<file path="src/rtl/pipe_ctrl_pkg.sv">
// Shared constants for the pipeline controller: FSM state codes, stage
// indices, per-request stall encodings and the default exception vector.
package pipe_ctrl_pkg;

  typedef enum logic [1:0] {
    ST_RUN   = 2'd0,
    ST_FLUSH = 2'd1,
    ST_DRAIN = 2'd2
  } state_e;

  // Stage indices into the stall vector.
  localparam int STG_PC  = 0;
  localparam int STG_IF  = 1;
  localparam int STG_ID  = 2;
  localparam int STG_EXE = 3;
  localparam int STG_MEM = 4;
  localparam int STG_WB  = 5;
  localparam int NUM_STAGES = STG_WB + 1;

  localparam logic [31:0] EXC_VECTOR_DEF = 32'hBFC0_0380;

  // Hold every stage from the PC up to and including stage 'top'.
  function automatic logic [NUM_STAGES-1:0] hold_upto(input int top);
    return NUM_STAGES'((1 << (top - STG_PC + 1)) - 1);
  endfunction

  localparam logic [NUM_STAGES-1:0] STALL_NONE = '0;
  localparam logic [NUM_STAGES-1:0] STALL_IF   = hold_upto(STG_IF);
  localparam logic [NUM_STAGES-1:0] STALL_ID   = hold_upto(STG_ID);
  localparam logic [NUM_STAGES-1:0] STALL_EXE  = hold_upto(STG_EXE);
  localparam logic [NUM_STAGES-1:0] STALL_MEM  = hold_upto(STG_MEM);

  // Deepest requesting stage wins: a later stage stalling must also hold
  // everything in front of it.
  function automatic logic [NUM_STAGES-1:0] stall_encode(
    input logic req_if, input logic req_id,
    input logic req_exe, input logic req_mem);
    if (req_mem)      return STALL_MEM;
    else if (req_exe) return STALL_EXE;
    else if (req_id)  return STALL_ID;
    else if (req_if)  return STALL_IF;
    else              return STALL_NONE;
  endfunction

endpackage

</file>
<file path="src/rtl/pipe_ctrl_stall_wdog.sv">
// Stall watchdog: counts consecutive stalled cycles and raises a sticky
// timeout once the count has reached the limit.
module stall_wdog #(
  parameter int unsigned WDOG_LIMIT = 1023
) (
  input  logic clk,
  input  logic rst_n,
  input  logic stall_active,
  output logic timeout
);

  localparam logic [9:0] LIMIT = 10'(WDOG_LIMIT);

  logic [9:0] cnt_q, cnt_d;
  logic       timeout_q, timeout_d;

  // Next count: clear on any free-running cycle, saturate at the limit.
  always_comb begin
    cnt_d     = cnt_q;
    timeout_d = timeout_q | (cnt_q == LIMIT);
    if (!stall_active) begin
      cnt_d = '0;
    end else if (cnt_q != LIMIT) begin
      cnt_d = cnt_q + 10'd1;
    end
  end

  // Counter and sticky timeout flag.
  always_ff @(posedge clk or negedge rst_n) begin
    if (!rst_n) begin
      cnt_q     <= '0;
      timeout_q <= 1'b0;
    end else begin
      cnt_q     <= cnt_d;
      timeout_q <= timeout_d;
    end
  end

  assign timeout = timeout_q;

endmodule

</file>
<file path="src/rtl/pipe_ctrl.sv">
// Pipeline hazard/exception controller: per-stage stall generation,
// one-cycle flush plus PC redirect on exceptions, and a stall watchdog.
module pipe_ctrl
  import pipe_ctrl_pkg::*;
#(
  parameter logic [31:0] EXC_VECTOR = EXC_VECTOR_DEF,
  parameter int unsigned WDOG_LIMIT = 1023
) (
  input  logic                  cpu_clk_75M,
  input  logic                  cpu_rst_n,
  input  logic                  stallreq_if,
  input  logic                  stallreq_id,
  input  logic                  stallreq_exe,
  input  logic                  stallreq_mem,
  input  logic                  excp_valid,
  input  logic                  excp_eret,
  input  logic [31:0]           cp0_epc,
  output logic [NUM_STAGES-1:0] stall,
  output logic                  flush,
  output logic                  cp0_branch_flag,
  output logic [31:0]           cp0_branch_addr,
  output logic                  wdog_timeout
);

  state_e      state_q, state_d;
  logic [31:0] addr_q, addr_d;

  // Next state, redirect target capture and combinational outputs.
  always_comb begin
    state_d         = state_q;
    addr_d          = addr_q;
    stall           = STALL_NONE;
    flush           = 1'b0;
    cp0_branch_flag = 1'b0;
    unique case (state_q)
      ST_RUN: begin
        // An exception overrides every stall request in the same cycle.
        if (excp_valid) begin
          state_d = ST_FLUSH;
          addr_d  = excp_eret ? cp0_epc : EXC_VECTOR;
        end else begin
          stall = stall_encode(stallreq_if, stallreq_id, stallreq_exe, stallreq_mem);
        end
      end
      ST_FLUSH: begin
        flush           = 1'b1;
        cp0_branch_flag = 1'b1;
        state_d         = ST_DRAIN;
      end
      // One dead cycle lets the redirected fetch settle; requests ignored.
      ST_DRAIN: state_d = ST_RUN;
      default:  state_d = ST_RUN;
    endcase
    // Keep the pipeline free-running while reset is held.
    if (!cpu_rst_n) begin
      stall = STALL_NONE;
    end
  end

  // State and redirect-target registers.
  always_ff @(posedge cpu_clk_75M or negedge cpu_rst_n) begin
    if (!cpu_rst_n) begin
      state_q <= ST_RUN;
      addr_q  <= '0;
    end else begin
      state_q <= state_d;
      addr_q  <= addr_d;
    end
  end

  assign cp0_branch_addr = addr_q;

  stall_wdog #(
    .WDOG_LIMIT(WDOG_LIMIT)
  ) u_wdog (
    .clk         (cpu_clk_75M),
    .rst_n       (cpu_rst_n),
    .stall_active((state_q == ST_RUN) && (stall != STALL_NONE)),
    .timeout     (wdog_timeout)
  );

endmodule

</file>
<file path="config.mk">
export PLATFORM = sky130hd
export DESIGN_NAME = pipe_ctrl
export DESIGN_NICKNAME = d
export VERILOG_FILES = /design/src/rtl/pipe_ctrl_pkg.sv /design/src/rtl/pipe_ctrl_stall_wdog.sv /design/src/rtl/pipe_ctrl.sv
export SDC_FILE = /design/constraint.sdc
export NUM_CORES = 1
export LEC_CHECK = 0
export CORE_MARGIN = 2
export CORE_UTILIZATION = 44
export DETAILED_ROUTE_END_ITERATION = 12
export PLACE_DENSITY = 0.9
export SLEW_MARGIN = 20
export SYNTH_ARGS = -nofsm -noshare
export SYNTH_HDL_FRONTEND = slang
export SYNTH_HIERARCHICAL = 1
export SYNTH_SLANG_ARGS = --single-unit
</file>
<file path="constraint.sdc">
create_clock -name cpu_clk_75M -period 2.6 [get_ports cpu_clk_75M]
set_input_delay 0.52 -clock cpu_clk_75M [delete_from_list [all_inputs] [get_ports cpu_clk_75M]]
set_output_delay 0.52 -clock cpu_clk_75M [all_outputs]
set_load 0.01 [all_outputs]
</file>
==> out/results.txt <==
later-pin clock latency in the skew report - 300 ps
Mapped Cells - 201
I/O pins - 81
Power, Total - 1.86 mW
VDD IR-drop max - 0.357 mV
Slew Limit Fails - 0
Core Region - 0.00472 mm^2
Syn Area/Cell - 10.7 um^2
crit path from - excp_valid
Row Count - 25
HP Class - input port to async pin
antenna viol nets, final - 0
Area contributors post-synth - dfrtp_1 (53%), mux2i_1 (11%), mux2_1 (4.7%), nand2_1 (4.7%), inv_1 (4.4%)
P_leak - 1.33 nW
period utilisation layout - 94.1%
EDFF count, synth - 0
initial drt markers - 84
RSZ-0062 raised after global routing - no
DP Area - 0.00298 mm^2
CP required - 2080 ps
Port-buffer cells - 79
CTS H-tree depth - 2
maxcap violations - 0
fillers - 393
DRC - 0
Synthesized Nets - 242
reg2reg start - state_q[0]
TritonCTS clock tree - done
GRT Total Usage - 17.9%
hpwl dp - 3.37 mm
first-pass GRT wire length - 7.31 mm
final hold vios - 0
Setup CP Type - input port to output pin
R2R Setup Slk - 710 ps
clock sinks - 45
Seq/Total Area, Yosys - 52.5%
Chip Height - 73.8 um
Die Span X - 73.8 um
Initial Util - 45.4%
Pre-antenna DRT Iters - 4
Data arrival, critical path - 1930 ps
post-CTS setup repair buffer count - 0
Worst setup EP type - output pin
post-layout min period - 2450 ps
Yosys cell types - 36
Syn-to-layout area delta - 43.0%
placed insts - 340
CTS Root Cell - clkbuf_8
worst-margin pin slew - 559 ps
final setup violation count - 0
gpl congestion - 0.746
Slew headroom - 62.7%
R2R cell count - 5
initial antenna violation count - 0
share of layout cells above drive strength 1 - 7.86%
post-route cell area - 0.00307 mm^2
Yosys reg bits - 45
CP Capture Point - stall[1]
Ys Warns - 6
Critical Path Fanout Max - 5
Crit Reg-Reg Endpoint - u_wdog/cnt_q[8]
Fmax - 409 MHz
Synth Cell Area - 0.00214 mm^2
status - finished, final reports clean
Post-Route Skew - 9.81 ps
CTS buffer count - 5
Routed WL - 4.64 mm
largest net degree at the start of global routing - 46
die area - 0.00545 mm^2
wire per inst - 13.4 um
top cell type's share of synthesized area - 52.5%
Final #Nets - 321
pwr dens - 608 mW/mm^2
Primary FF master, synth - dfrtp_1
Clk pin slew, worst setup/hold paths - 80 ps
Ant. Diodes - 0
non-filler cells, final - 347
Critical Path Source Type - input port
Post-synth top cells - dfrtp_1 (45), nand2_1 (27), inv_1 (25)
Synth async-reset ratio - 100%
maximum clock insertion buffer count - 2
DR vias/cell - 4.81
vias in the first global route - 1,669
total number of vias - 1,670
most numerous cell in the Yosys netlist - dfrtp_1
area leader, netlist - dfrtp_1
GR Overflow Total - 0
==> cell usage in the layout (no fill, tap or decap), drive strengths merged, types with 2 or more instances in the layout <==
| cell type | n |
|---|---|
| inv | 25 |
| dlygate4sd2 | 5 |
| nor3 | 2 |
| a211oi | 2 |
| mux2 | 12 |
| nand2b | 15 |
| nand3 | 3 |
| clkdlybuf4s50 | 73 |
| a21oi | 3 |
| nor2 | 4 |
| and4 | 2 |
| o21ai | 3 |
| clkbuf | 6 |
| nand2 | 28 |
| nand4 | 2 |
| a31oi | 4 |
| buf | 6 |
| mux2i | 23 |
| nor2b | 2 |
| dfrtp | 45 |
==> flip-flops by register name (all words and copies together) (netlist names) <==
register	flops
u_wdog/timeout	1
cp0_branch_addr	32
u_wdog/cnt_q	10
state_q	2
==> cells by family (layout without fill, tap and decap cells) <==
family	count (synthesis)	in the layout	share of synthesized area, %
adders and majority gates	1	1	0.583
AOI/OAI and AO/OA	16	16	4.73
DFF	45	45	52.5
other	1	1	0.175
and+or+nand+nor	66	66	17.0
buffers and inverters	37	116	7.93
muxes	35	35	17.0
==> through the flow <==
step                utilization [%]  hold slack (ps)  worst slack (ps)  setup TNS [ps]
floorplan                         -              224               568               0
global placement               63.0              452              -189            -682
detailed placement             63.0              462              -233            -795
CTS                            64.9              375               147               0
global route                   64.9              403               135               0
finish                         64.9              346               153               0
==> area by class of cell <==
type	count	area, um^2	area share (%)
clock inverter	1	7.51	0.245
multi-input combinational	119	856	27.9
sequential	45	1130	36.7
clock buffer	6	82.6	2.69
inverter	25	93.8	3.06
tap	67	83.8	2.73
timing repair buffer	84	817	26.6
==> metal layers <==
layer  wire length (um)  track usage (%)  vias up
met3                306             5.90        6
met4                 62             6.06        0
met5                  0                0        -
met2               2240             31.2       60
met1               2040             20.5      795
li1                   -                -      809
==> what timing repair did <==
action / in CTS / in global routing
setup endpoints to repair: 5 / 0
hold endpoints to repair: 0 / 0
gates resized for setup: 7 / 0
hold buffers: 0 / 0
==> power breakdown <==
part           total, mW  switching [mW]  internal [mW]
Clock              0.443           0.233          0.210
Sequential         0.868          0.0595          0.808
Combinational      0.552           0.221          0.331
==> critical path: stages <==
cell	delay, ps
clkdlybuf4s50_1	430
or4b_4	540
a21oi_2	150
dlygate4sd2_1	290
==> worst min-delay path by stage <==
stage                   start            endpoint  cells after the start
4_1_cts             cpu_rst_n  cp0_branch_addr[8]                      2
2_1_floorplan       cpu_rst_n  cp0_branch_addr[0]                      0
3_3_place_gp   u_wdog/timeout      u_wdog/timeout                      1
3_5_place_dp   u_wdog/timeout      u_wdog/timeout                      1
5_1_grt             cpu_rst_n     u_wdog/cnt_q[4]                      2
6_report            cpu_rst_n     u_wdog/cnt_q[4]                      2
No activity file was read; power rests on OpenSTA's default activity.
